==> src/rtl/biu_arbiter.sv <==
// biu_arbiter: round-robin read arbiter sharing one memory port among three BIUs.
//   clk, rst_n                 : clock, synchronous active-low reset
//   cli_req_addr/vld/rdy       : per-client request channels (client i at [i*ADDR_W +: ADDR_W])
//   cli_rsp_addr/data/vld/rdy  : response channel, addr/data broadcast, valid steered by tag
//   mem_req_addr/vld/rdy       : registered memory request channel
//   mem_rsp_addr/data/vld/rdy  : memory response channel (in request order)
//   arb_busy                   : any request outstanding
//   arb_err, arb_err_clr       : sticky orphan-response flag and its clear
module biu_arbiter #(
    parameter int unsigned ADDR_W    = 32,
    parameter int unsigned DATA_W    = 32,
    parameter int unsigned OST_DEPTH = 4
) (
    input  logic                  clk,
    input  logic                  rst_n,
    input  logic [3*ADDR_W-1:0]   cli_req_addr,
    input  logic [2:0]            cli_req_vld,
    output logic [2:0]            cli_req_rdy,
    output logic [ADDR_W-1:0]     cli_rsp_addr,
    output logic [DATA_W-1:0]     cli_rsp_data,
    output logic [2:0]            cli_rsp_vld,
    input  logic [2:0]            cli_rsp_rdy,
    output logic [ADDR_W-1:0]     mem_req_addr,
    output logic                  mem_req_vld,
    input  logic                  mem_req_rdy,
    input  logic [ADDR_W-1:0]     mem_rsp_addr,
    input  logic [DATA_W-1:0]     mem_rsp_data,
    input  logic                  mem_rsp_vld,
    output logic                  mem_rsp_rdy,
    output logic                  arb_busy,
    output logic                  arb_err,
    input  logic                  arb_err_clr
);

    localparam int unsigned PTR_W = (OST_DEPTH > 1) ? $clog2(OST_DEPTH) : 1;
    localparam int unsigned CNT_W = PTR_W + 1;

    logic                mem_req_vld_q, mem_req_vld_d;
    logic [ADDR_W-1:0]   mem_req_addr_q, mem_req_addr_d;
    logic [1:0]          rr_ptr_q, rr_ptr_d;
    logic [CNT_W-1:0]    ost_cnt_q, ost_cnt_d;
    logic [PTR_W-1:0]    wr_ptr_q, wr_ptr_d;
    logic [PTR_W-1:0]    rd_ptr_q, rd_ptr_d;
    logic [1:0]          tag_q [OST_DEPTH];
    logic                arb_err_q, arb_err_d;

    logic                gnt_vld;
    logic [1:0]          gnt_id;
    logic [2:0]          scan;
    logic [ADDR_W-1:0]   gnt_addr;
    logic                load;
    logic                fifo_empty;
    logic [1:0]          head;
    logic                rsp_hs;
    logic                err_set;

    // Round-robin scan: walk backwards so the client closest to rr_ptr wins.
    always_comb begin
        gnt_vld = 1'b0;
        gnt_id  = 2'd0;
        scan    = 3'd0;
        for (int k = 2; k >= 0; k--) begin
            scan = {1'b0, rr_ptr_q} + 3'(k);
            if (scan >= 3'd3) begin
                scan = scan - 3'd3;
            end
            if (cli_req_vld[scan[1:0]]) begin
                gnt_vld = 1'b1;
                gnt_id  = scan[1:0];
            end
        end
    end

    // Address of the granted client.
    always_comb begin
        case (gnt_id)
            2'd1:    gnt_addr = cli_req_addr[1*ADDR_W +: ADDR_W];
            2'd2:    gnt_addr = cli_req_addr[2*ADDR_W +: ADDR_W];
            default: gnt_addr = cli_req_addr[0 +: ADDR_W];
        endcase
    end

    // Credit check uses the registered count, so a same-cycle response cannot free a slot.
    assign load        = (!mem_req_vld_q || mem_req_rdy) && (ost_cnt_q < CNT_W'(OST_DEPTH)) && gnt_vld;
    assign cli_req_rdy = load ? (3'b001 << gnt_id) : 3'b000;

    // Response steering by the oldest outstanding tag; orphan responses are sunk.
    assign fifo_empty = (ost_cnt_q == '0);
    assign head       = tag_q[rd_ptr_q];

    always_comb begin
        cli_rsp_vld = 3'b000;
        mem_rsp_rdy = 1'b0;
        if (!fifo_empty) begin
            cli_rsp_vld[head] = mem_rsp_vld;
            mem_rsp_rdy       = cli_rsp_rdy[head];
        end else begin
            mem_rsp_rdy = mem_rsp_vld;
        end
    end

    assign rsp_hs  = !fifo_empty && mem_rsp_vld && cli_rsp_rdy[head];
    assign err_set = fifo_empty && mem_rsp_vld;

    // Next-state logic.
    always_comb begin
        mem_req_vld_d  = mem_req_vld_q;
        mem_req_addr_d = mem_req_addr_q;
        rr_ptr_d       = rr_ptr_q;
        ost_cnt_d      = ost_cnt_q;
        wr_ptr_d       = wr_ptr_q;
        rd_ptr_d       = rd_ptr_q;
        arb_err_d      = arb_err_q;

        if (load) begin
            mem_req_vld_d  = 1'b1;
            mem_req_addr_d = gnt_addr;
            rr_ptr_d       = (gnt_id == 2'd2) ? 2'd0 : gnt_id + 2'd1;
            wr_ptr_d       = wr_ptr_q + PTR_W'(1);
        end else if (mem_req_vld_q && mem_req_rdy) begin
            mem_req_vld_d = 1'b0;
        end

        if (rsp_hs) begin
            rd_ptr_d = rd_ptr_q + PTR_W'(1);
        end

        case ({load, rsp_hs})
            2'b10:   ost_cnt_d = ost_cnt_q + CNT_W'(1);
            2'b01:   ost_cnt_d = ost_cnt_q - CNT_W'(1);
            default: ost_cnt_d = ost_cnt_q;
        endcase

        // Set has priority over clear.
        if (err_set) begin
            arb_err_d = 1'b1;
        end else if (arb_err_clr) begin
            arb_err_d = 1'b0;
        end
    end

    // State registers.
    always_ff @(posedge clk) begin
        if (!rst_n) begin
            mem_req_vld_q  <= 1'b0;
            mem_req_addr_q <= '0;
            rr_ptr_q       <= 2'd0;
            ost_cnt_q      <= '0;
            wr_ptr_q       <= '0;
            rd_ptr_q       <= '0;
            arb_err_q      <= 1'b0;
            for (int i = 0; i < int'(OST_DEPTH); i++) begin
                tag_q[i] <= 2'd0;
            end
        end else begin
            mem_req_vld_q  <= mem_req_vld_d;
            mem_req_addr_q <= mem_req_addr_d;
            rr_ptr_q       <= rr_ptr_d;
            ost_cnt_q      <= ost_cnt_d;
            wr_ptr_q       <= wr_ptr_d;
            rd_ptr_q       <= rd_ptr_d;
            arb_err_q      <= arb_err_d;
            if (load) begin
                tag_q[wr_ptr_q] <= gnt_id;
            end
        end
    end

    assign mem_req_vld  = mem_req_vld_q;
    assign mem_req_addr = mem_req_addr_q;
    assign cli_rsp_addr = mem_rsp_addr;
    assign cli_rsp_data = mem_rsp_data;
    assign arb_busy     = (ost_cnt_q != '0);
    assign arb_err      = arb_err_q;

endmodule

==> config.mk <==
export PLATFORM = sky130hd
export DESIGN_NAME = biu_arbiter
export DESIGN_NICKNAME = d
export VERILOG_FILES = /design/src/rtl/biu_arbiter.sv
export SDC_FILE = /design/constraint.sdc
export NUM_CORES = 1
export LEC_CHECK = 0
export CAP_MARGIN = 30
export CORE_ASPECT_RATIO = 0.5
export CORE_UTILIZATION = 31
export CTS_CLUSTER_SIZE = 28
export DETAILED_ROUTE_END_ITERATION = 6
export PLACE_DENSITY = 0.87
export SLEW_MARGIN = 20
export SYNTH_ARGS = -nofsm -noshare
export SYNTH_HDL_FRONTEND = slang
export SYNTH_SLANG_ARGS = --single-unit
export TNS_END_PERCENT = 20
==> constraint.sdc <==
create_clock -name clk -period 3.24 [get_ports clk]
set_clock_uncertainty 0.1 [all_clocks]
set_input_delay 0.486 -clock clk [delete_from_list [all_inputs] [get_ports clk]]
set_output_delay 0.486 -clock clk [all_outputs]
set_load 0.05 [all_outputs]
==> metrics <==
status complete, no violations; Yosys top cell area share 25.1%; crit path launch rr_ptr_q[0]; Reg-to-Reg Start rr_ptr_q[0]; R2R setup slack 130 ps; NumNets Final 711; worst reg2reg path depth 13; WL/cell 15.4 um; Rows 27; Final Routed Wirelength 10.4 mm; worst hold path depth 2; dpl cell area 4790 um2; Psw 2.45 mW; yosys warns 0; clock sink count 53; Clock Power Share 12.1%; Max Slew Vio Count 0; FFs w/ async S/R, synth 0%; WP data arrival 3230 ps; hpwl dp 7.55 mm; P_int 2.57 mW; Seq/Total Area, Yosys 31.7%; combinational power share 67.5%; Max-Cap Viols 0; Endpoint, Worst Hold mem_req_addr[1]; cells taking the most area after synthesis dfxtp_1 25%, buf_4 14%, a22oi_1 6.7%, edfxtp_1 6.7%, nand4_1 5.6%; Total GRT Usage 16.0%; vias 3450; Skew-Pair Late Insertion Delay 300 ps; Finished Cell Area 4990 um2; Post-Syn Area 3590 um2; Die Height 78.1 um; Overflow after GRT 0; PD cells 1000 nW/um2; classification of the worst setup path reg -> reg; post-route ant nets 0; syn_area_per_cell 7.87 um2; vias in the first global route 3133; Leakage 1.82 nW; DRC 0; GP Congestion 0.820; most frequent cells in the layout 141 x clkdlybuf4s50_1, 44 x dfxtp_1, 43 x nand2_1; hold crit path type reg -> reg; Post-Syn Instances 457; dpl cells 666; Fin. Hold Viols 0; unique cell type count in the Yosys netlist 50; Peak VDD IR 0.000415 V; RR Endpoint ost_cnt_q[2]; Sw Share 48.8%; actual slew at the worst max-slew pin 624 ps; startpoint types register; Synth Flop Type dfxtp_1; Min Clock Period, post-route 3110 ps; initial core utilization 32.2%; fmax 322 MHz; n_diodes 0; DRT Pass-1 Iters 6; worst path required time 3360 ps; worst-path maximum fanout 4; PortBufs 148; # setup viols final 0; area leader, netlist dfxtp_1; Syn-to-layout area delta 38.9%; clock root cell clkbuf_16; CTS clk-pin slew, worst paths 80 ps; fin crit share 96.0%; Longest Clk Path Bufs 2; hold path start mem_req_addr[1]; Syn Nets 639; Flop pwr share 20.5%; CTS buffer count 5; DRT iter0 DRCs 257; Via density 5.11; Setup TNS 0 ps; first-pass GRT wire length 15.6 mm; DIE AREA 12100 um2; initial antenna violation count 0; fillcell total 1095; Core ar. 11100 um2; CTS tree done; commonest non-fill, non-tap cell in the layout clkdlybuf4s50_1; chip width 154 um; Slew HR 58.4%; largest net degree at the start of global routing 50; H-tree depth 2; Ports 277; EDFF count, synth 8; Crit. End Element register; Post-Layout Cell Count 675; flops & latches, synth 53; layout cells sized above 1 8.49%
==> sequential cells by signal, summed over array words and instances, names as in the netlist, named ones only <==
register      count
mem_req_addr     32
wr_ptr_q          2
tag_q             8
mem_req_vld       1
ost_cnt_q         3
rd_ptr_q          2
rr_ptr_q          2
arb_err           1
==> synth_stat cells, types with 3 or more instances <==
cell type	count
a22oi_1	32
ha_1	10
o21ai_1	37
o21ai_0	3
dfxtp_1	45
and3_1	3
buf_6	3
a21oi_1	34
buf_4	65
nand2b_1	5
clkbuf_1	30
inv_1	11
mux2i_1	5
nor2_1	36
nand2_1	43
nor3_1	5
nor2b_1	7
and2_1	7
nand4_1	32
edfxtp_1	8
==> final cells by class <==
cell class / count / area (um2) / share of cell area (%)
clock buffers: 5 / 125 / 2.51
clock inverters: 3 / 41.3 / 0.827
inverters: 13 / 48.8 / 0.977
multi-input cells: 291 / 1800 / 36.0
flip-flops and latches: 53 / 1140 / 22.9
well taps: 145 / 181 / 3.63
repair buffers: 165 / 1660 / 33.2
==> how the worst max path moves through the flow <==
stage,to,depth (start not counted),slack [ps]
floorplan,cli_req_rdy[1],10,-7
global placement,ost_cnt_q[2],12,40
detailed placement,ost_cnt_q[2],12,-150
CTS,cli_req_rdy[1],10,3
global route,ost_cnt_q[2],13,-30
finish,ost_cnt_q[2],13,130
==> per-layer routing <==
metal	vias to the layer above	track usage [%]	wire length, um
met5	-	0	0
met4	0	5.35	218
met3	32	4.75	711
met2	118	27.6	5180
met1	1607	19.2	4270
li1	1693	-	-
==> through the flow <==
step | setup WS [ps] | power (mW) | utilization (%) | hold WS [ps]
after floorplan | -7.44 | 3.57 | - | 349
after global placement | 35.8 | 4.30 | 43.0 | 335
after detailed placement | -151 | 4.37 | 43.0 | 340
after CTS | 3.07 | 4.99 | 44.5 | 351
after global routing | -27.5 | 5.37 | 44.8 | 368
final | 131 | 5.02 | 44.8 | 347
==> power groups by stage <==
stage | sequential (mW) | combinational [mW] | clock [mW]
final | 1.03 | 3.38 | 0.605
after global routing | 1.06 | 3.67 | 0.648
after CTS | 1.02 | 3.35 | 0.618
after detailed placement | 1.04 | 3.33 | 0
after global placement | 1.03 | 3.27 | 0
after floorplan | 1.48 | 2.10 | 0
==> kinds of logic (layout without fill, tap and decap cells) <==
kind of cell,after synthesis,in the layout,synth area share (%)
xor gates and xnor gates,3,3,0.731
buffers and inverters,113,186,19.3
adders and majority gates,11,11,4.04
and+or+nand+nor,148,148,20.5
DFF,53,53,31.7
AOI/OAI and AO/OA,120,120,20.5
muxes,9,9,3.27
==> what timing repair did <==
item                       CTS  global route
hold endpoints to repair     0             0
setup endpoints to repair    0             5
hold buffers                 0             0
setup buffers                0             1
resized for setup            0             6
==> critical path, cell delays in order (launching register included) <==
cell and delay [ps]:
dfxtp_2 340, inv_1 130, ha_4 180, mux2_1 350, mux2i_2 280, a41oi_4 140
and2_1 200, inv_2 70, ha_1 170, inv_1 60, fa_1 370, xor2_1 150
or3_1 320, a21boi_1 190
Power figures use the tool's default switching activity.
